## config.mk

```make
export PLATFORM = sky130hd
export DESIGN_NAME = quick_sort_controller
export DESIGN_NICKNAME = d
export VERILOG_FILES = /design/src/rtl/quick_sort_controller.sv
export SDC_FILE = /design/constraint.sdc
export NUM_CORES = 1
export LEC_CHECK = 0
export ABC_AREA = 1
export CORE_MARGIN = 2
export CORE_UTILIZATION = 60
export CTS_CLUSTER_DIAMETER = 40
export DETAILED_ROUTE_END_ITERATION = 12
export HOLD_SLACK_MARGIN = 0.05
export PLACE_DENSITY = 0.81
export SKIP_LAST_GASP = 1
export SYNTH_ARGS = -nofsm -noshare
export SYNTH_HDL_FRONTEND = slang
export SYNTH_SLANG_ARGS = --single-unit
```

## constraint.sdc

```tcl
create_clock -name clk -period 5.8 [get_ports clk]
set_input_delay 1.16 -clock clk [delete_from_list [all_inputs] [get_ports clk]]
set_output_delay 1.16 -clock clk [all_outputs]
set_load 0.01 [all_outputs]
```

## src/rtl/quick_sort_controller.sv

```systemverilog
// Iterative Lomuto quicksort sequencer driving a word-addressed memory port.
// Optional QS_DESCENDING_EN flips the partition compare to sort non-increasing.
module quick_sort_controller #(
    parameter int WORD_SIZE   = 16,
    parameter int STACK_DEPTH = 16
) (
    input  logic                 clk,
    input  logic                 reset,
    input  logic                 start,
    input  logic [WORD_SIZE-1:0] A,
    input  logic [WORD_SIZE-1:0] lo,
    input  logic [WORD_SIZE-1:0] hi,
    output logic                 busy,
    output logic                 done,
    output logic                 error,
    output logic [WORD_SIZE-1:0] mem_addr,
    output logic                 mem_rd_en,
    output logic                 mem_wr_en,
    output logic [WORD_SIZE-1:0] mem_wdata,
    input  logic [WORD_SIZE-1:0] mem_rdata,
    output logic [WORD_SIZE-1:0] stack_pointer
);
    localparam int SPW = (STACK_DEPTH > 1) ? $clog2(STACK_DEPTH) : 1;
    localparam logic [WORD_SIZE-1:0] ONE     = WORD_SIZE'(1);
    localparam logic [WORD_SIZE-1:0] DEPTH_W = WORD_SIZE'(STACK_DEPTH);

    typedef enum logic [4:0] {
        S_IDLE, S_POP, S_RD_PIV, S_PIV_W, S_PIV_CAP, S_LOOP, S_J_W, S_J_CMP,
        S_I_W, S_I_CAP, S_SW_J, S_FS_RD, S_FS_W, S_FS_CAP, S_FS_WR,
        S_PUSH_L, S_PUSH_R, S_FINISH
    } state_t;

    state_t state_q, state_d;
    logic [WORD_SIZE-1:0] base_q, base_d, lo_q, lo_d, hi_q, hi_d;
    logic [WORD_SIZE-1:0] i_q, i_d, j_q, j_d, piv_q, piv_d, mj_q, mj_d, mi_q, mi_d;
    logic [WORD_SIZE-1:0] sp_q, sp_d, addr_q, addr_d, wdata_q, wdata_d;
    logic busy_q, busy_d, done_q, done_d, err_q, err_d, ovf_q, ovf_d;
    logic rd_q, rd_d, wr_q, wr_d;

    logic [WORD_SIZE-1:0] stk_lo [STACK_DEPTH];
    logic [WORD_SIZE-1:0] stk_hi [STACK_DEPTH];
    logic                 push_req, push_en;
    logic [SPW-1:0]       push_idx, pop_idx;
    logic [WORD_SIZE-1:0] push_lo, push_hi;
    logic [WORD_SIZE:0]   i_x, lo_x, hi_x;
    logic                 take;

    assign pop_idx = SPW'(sp_q - ONE);
    // One extra bit so i-1 / i+1 bounds never wrap at the index extremes
    assign i_x  = {1'b0, i_q};
    assign lo_x = {1'b0, lo_q};
    assign hi_x = {1'b0, hi_q};

`ifdef QS_DESCENDING_EN
    assign take = mem_rdata > piv_q;
`else
    assign take = mem_rdata < piv_q;
`endif

    always_comb begin
        state_d  = state_q;
        base_d   = base_q;
        lo_d     = lo_q;
        hi_d     = hi_q;
        i_d      = i_q;
        j_d      = j_q;
        piv_d    = piv_q;
        mj_d     = mj_q;
        mi_d     = mi_q;
        sp_d     = sp_q;
        addr_d   = addr_q;
        wdata_d  = wdata_q;
        busy_d   = busy_q;
        done_d   = 1'b0;
        err_d    = err_q;
        ovf_d    = ovf_q;
        rd_d     = 1'b0;
        wr_d     = 1'b0;
        push_req = 1'b0;
        push_en  = 1'b0;
        push_idx = SPW'(sp_q);
        push_lo  = lo_q;
        push_hi  = hi_q;

        case (state_q)
            S_IDLE: begin
                if (start) begin
                    base_d = A;
                    lo_d   = lo;
                    hi_d   = hi;
                    err_d  = 1'b0;
                    ovf_d  = 1'b0;
                    busy_d = 1'b1;
                    if (lo >= hi) begin
                        sp_d    = '0;
                        state_d = S_FINISH;
                    end else begin
                        push_en  = 1'b1;
                        push_idx = '0;
                        push_lo  = lo;
                        push_hi  = hi;
                        sp_d     = ONE;
                        state_d  = S_POP;
                    end
                end
            end
            S_POP: begin
                if (sp_q == '0) begin
                    state_d = S_FINISH;
                end else begin
                    sp_d    = sp_q - ONE;
                    lo_d    = stk_lo[pop_idx];
                    hi_d    = stk_hi[pop_idx];
                    i_d     = stk_lo[pop_idx];
                    j_d     = stk_lo[pop_idx];
                    state_d = S_RD_PIV;
                end
            end
            S_RD_PIV: begin
                rd_d    = 1'b1;
                addr_d  = base_q + hi_q;
                state_d = S_PIV_W;
            end
            S_PIV_W:   state_d = S_PIV_CAP;
            S_PIV_CAP: begin
                piv_d   = mem_rdata;
                state_d = S_LOOP;
            end
            S_LOOP: begin
                if (j_q == hi_q) begin
                    state_d = S_FS_RD;
                end else begin
                    rd_d    = 1'b1;
                    addr_d  = base_q + j_q;
                    state_d = S_J_W;
                end
            end
            S_J_W: state_d = S_J_CMP;
            S_J_CMP: begin
                mj_d = mem_rdata;
                if (take) begin
                    rd_d    = 1'b1;
                    addr_d  = base_q + i_q;
                    state_d = S_I_W;
                end else begin
                    j_d     = j_q + ONE;
                    state_d = S_LOOP;
                end
            end
            S_I_W: state_d = S_I_CAP;
            S_I_CAP: begin
                mi_d    = mem_rdata;
                wr_d    = 1'b1;
                addr_d  = base_q + i_q;
                wdata_d = mj_q;
                state_d = S_SW_J;
            end
            S_SW_J: begin
                wr_d    = 1'b1;
                addr_d  = base_q + j_q;
                wdata_d = mi_q;
                i_d     = i_q + ONE;
                j_d     = j_q + ONE;
                state_d = S_LOOP;
            end
            S_FS_RD: begin
                if (i_q == hi_q) begin
                    state_d = S_PUSH_L;
                end else begin
                    rd_d    = 1'b1;
                    addr_d  = base_q + i_q;
                    state_d = S_FS_W;
                end
            end
            S_FS_W: state_d = S_FS_CAP;
            S_FS_CAP: begin
                mi_d    = mem_rdata;
                wr_d    = 1'b1;
                addr_d  = base_q + i_q;
                wdata_d = piv_q;
                state_d = S_FS_WR;
            end
            S_FS_WR: begin
                wr_d    = 1'b1;
                addr_d  = base_q + hi_q;
                wdata_d = mi_q;
                state_d = S_PUSH_L;
            end
            S_PUSH_L: begin
                state_d = S_PUSH_R;
                if (i_x > lo_x + {1'b0, ONE}) begin
                    push_req = 1'b1;
                    push_lo  = lo_q;
                    push_hi  = i_q - ONE;
                end
            end
            S_PUSH_R: begin
                state_d = S_POP;
                if (i_x + {1'b0, ONE} < hi_x) begin
                    push_req = 1'b1;
                    push_lo  = i_q + ONE;
                    push_hi  = hi_q;
                end
            end
            S_FINISH: begin
                done_d  = 1'b1;
                busy_d  = 1'b0;
                err_d   = ovf_q;
                state_d = S_IDLE;
            end
            default: state_d = S_IDLE;
        endcase

        // A full stack aborts the sort rather than dropping a partition
        if (push_req) begin
            if (sp_q >= DEPTH_W) begin
                ovf_d   = 1'b1;
                state_d = S_FINISH;
            end else begin
                push_en = 1'b1;
                sp_d    = sp_q + ONE;
            end
        end
    end

    always_ff @(posedge clk) begin
        if (reset) begin
            state_q <= S_IDLE;
            base_q  <= '0;
            lo_q    <= '0;
            hi_q    <= '0;
            i_q     <= '0;
            j_q     <= '0;
            piv_q   <= '0;
            mj_q    <= '0;
            mi_q    <= '0;
            sp_q    <= '0;
            addr_q  <= '0;
            wdata_q <= '0;
            busy_q  <= 1'b0;
            done_q  <= 1'b0;
            err_q   <= 1'b0;
            ovf_q   <= 1'b0;
            rd_q    <= 1'b0;
            wr_q    <= 1'b0;
        end else begin
            state_q <= state_d;
            base_q  <= base_d;
            lo_q    <= lo_d;
            hi_q    <= hi_d;
            i_q     <= i_d;
            j_q     <= j_d;
            piv_q   <= piv_d;
            mj_q    <= mj_d;
            mi_q    <= mi_d;
            sp_q    <= sp_d;
            addr_q  <= addr_d;
            wdata_q <= wdata_d;
            busy_q  <= busy_d;
            done_q  <= done_d;
            err_q   <= err_d;
            ovf_q   <= ovf_d;
            rd_q    <= rd_d;
            wr_q    <= wr_d;
        end
    end

    always_ff @(posedge clk) begin
        if (push_en) begin
            stk_lo[push_idx] <= push_lo;
            stk_hi[push_idx] <= push_hi;
        end
    end

    assign busy          = busy_q;
    assign done          = done_q;
    assign error         = err_q;
    assign mem_addr      = addr_q;
    assign mem_rd_en     = rd_q;
    assign mem_wr_en     = wr_q;
    assign mem_wdata     = wdata_q;
    assign stack_pointer = sp_q;
endmodule

```

==> reports/qor.txt <==
worst rel slew slack: 24.2%
Worst-path clk slew: 0.05 ns
period utilization: 84.2%
Starting DRT DRC Count: 3674
initial antenna violation count: 0
top cells by area, synth: edfxtp_1, dfxtp_1, o21ai_0
largest net degree at the start of global routing: 230
hold slack: 0.460 ns
Post-synth EDFFs: 512
Clock Latency Late Sink: 0.68 ns
final instance area: 38900 sq um
run status: completed
Buf/Inv on CP: 5
P&R area growth vs syn: 15.6%
Top FF cell, synth: edfxtp_1
worst vdd ir: 593 uV
final wirelength: 101000 microns
DIE AREA: 58000 sq um
Post-Syn Instances: 3621
most common cell in the netlist: nand2_1
core region area: 55300 sq um
CP max-delay cell: nor2_4
row count: 86
crit end category: flip-flop
layout cell share with drive strength beyond 1: 8.24%
Post-layout nets: 3831
post-CTS setup repair buffer count: 0
post-layout minimum cycle time: 4.88 ns
clock tree buffer depth: 3
ys async rst share: 0%
number of nets still failing antenna checks after routing: 0
first-pass GRT wire length: 151000 microns
Port Buf Inserts: 119
unrepaired setup endpoints after global routing: false
CP Max Fanout: 18
FF-to-FF Start: i_q[3]
routed vias/inst: 6.24
Leak: 0.0147 uW
fmax: 0.205 GHz
Seq cells post-synth: 699
Hold-fix buffers, CTS: 0
drt drc: 0
CTS buffer count: 97
Finished Core Util: 70.3%
library cells used by synthesis: 54
CP startpoint kind: flip-flop
Synth Net Count: 3774
Root Driver: clkbuf_16
Tightest Hold Check Type: reg -> reg
PostCTS Resize Cnt: 0
CP Depth: 19
Yosys top cell by area: edfxtp_1
CP delay by family, top: simple AND/OR/NAND/NOR gates
syn avg cell area: 9.29 sq um
Final setup viols: 0
Fill cells: 4102
Slowest Stage Delay on Critical Path: 0.63 ns
Worst Setup SP: i_q[3]
Die Width: 241 microns
DR WL/cell: 22.3 microns
final slew viol count: 0
Commonest cells post-synth: nand2_1, edfxtp_1, nor2_1
CP Class: reg -> reg
grt total ovfl: 0
critical path data arrival time: 5.25 ns
via count: 28100
Die H: 241 microns
crit path cell chain: inv_1 -> nor3_1 -> nand2_1 -> nor2_2 -> nand2_1 -> xor2_1 -> inv_1 -> ha_1 -> nand2_1 -> inv_1 -> nand4_1 -> nor2_1 -> nor2_2 -> buf_4 -> nand3_2 -> nand2_4 -> nand3_1 -> nor2_4 -> buf_12
post-synthesis cell area: 33600 sq um
max cap viols: 0
number of global-route vias before repair: 26300
worst r2r path cells: 19
synth warn: 0
reg2reg end: stk_hi[6][12]
Seq/Total Area, Yosys: 56.8%
top-area cell type share of the netlist area: 45.7%
post-place instance area: 35400 sq um
Routability Congestion: 0.975
Hold Fails Final Rpt: 0
Setup Skew: 0.0505 ns
Worst Tran Pin Value: 1.14 ns
CTS tree: done
overall power: 25500 uW
setup_tns: 0 ns
Top Registers: stk_hi x256, stk_lo x256
Overall Global Routing Usage: 34.3%
flop-to-flop setup slack: 0.92 ns
# IOs: 120
H-tree levels: 3
Req. time, crit path: 6.17 ns
power density over the cells: 656 nW/um^2
dpl hpwl: 63500 microns
Initial DRT Pass Iterations: 6
Initial Util: 60.8%
Setup crit end: stk_hi[6][12]
Clock Sinks: 699
power breakdown:
part / leakage [uW] / internal [uW] / switching [uW]
clock: 0.00165 / 3840 / 2370
sequential: 0.00620 / 6910 / 708
combinational: 0.00682 / 3200 / 8500
cells by family after synthesis:
kind of cell / Yosys count / synth area share [%]
flops: 699 / 56.8
simple gates: 1388 / 17.2
compound gates: 941 / 15.5
fa+ha+maj: 86 / 3.22
xor+xnor: 66 / 1.74
buf+inv: 441 / 5.52
per-layer routing:
layer | vias to the layer above | track usage, % | share of wire, %
met5 | - | 0 | 0
met4 | 0 | 13.2 | 3.4
met3 | 232 | 6.91 | 12
met2 | 1715 | 53.1 | 45
met1 | 13400 | 47.9 | 40
li1 | 12800 | - | -
layout make-up:
| cell class | instances | area (sq um) | share of cell area, % |
|---|---|---|---|
| Sequential cell | 699 | 19100 | 49.2 |
| Timing Repair Buffer | 166 | 1660 | 4.28 |
| Tap cell | 748 | 936 | 2.41 |
| Clock inverter | 74 | 967 | 2.49 |
| Clock buffer | 107 | 2500 | 6.42 |
| Inverter | 233 | 883 | 2.27 |
| Multi-Input combinational cell | 2481 | 12800 | 33.0 |
| Antenna cell | 1 | 2.50 | 0.00643 |
cells in the final DEF, fill, tap and decap left out, types with 83 or more instances in the layout:
| master | count |
|---|---|
| nand2_1 | 590 |
| edfxtp_1 | 512 |
| nor2_1 | 488 |
| o21ai_0 | 456 |
| a21oi_1 | 243 |
| inv_1 | 203 |
| nand3_1 | 187 |
| dfxtp_1 | 186 |
| clkdlybuf4s50_1 | 118 |
| clkbuf_16 | 98 |
| ha_1 | 84 |
| o22ai_1 | 83 |
worst register-to-register path, stage by stage (launching register included):
cell and delay (ns):
dfxtp_1 0.61, inv_1 0.24, nor3_1 0.23, nand2_1 0.19, nor2_2 0.22, nand2_1 0.09, xor2_1 0.32, inv_1 0.08
ha_1 0.27, nand2_1 0.06, inv_1 0.07, nand4_1 0.14, nor2_1 0.07, nor2_2 0.10, buf_4 0.21, nand3_2 0.23
nand2_4 0.21, nand3_1 0.34, nor2_4 0.63, buf_12 0.26
metrics by stage:
step	setup slack [ns]	cells
final	0.917	4509
after global routing	0.713	4508
after CTS	1.09	4508
after detailed placement	0.891	4327
after global placement	0.882	4327
after floorplan	0.530	3621
how the worst min path moves through the flow:
stage | from | end | slack, ns | depth (start not counted)
after floorplan | mj_q[15] | mj_q[15] | 0.43 | 2
after global placement | mj_q[0] | mj_q[0] | 0.44 | 2
after detailed placement | mj_q[0] | mj_q[0] | 0.45 | 2
after CTS | mj_q[0] | mj_q[0] | 0.46 | 2
after global routing | mj_q[0] | mj_q[0] | 0.49 | 2
final | mj_q[0] | mj_q[0] | 0.46 | 2
Note: power is estimated with default switching activity, not from simulation.
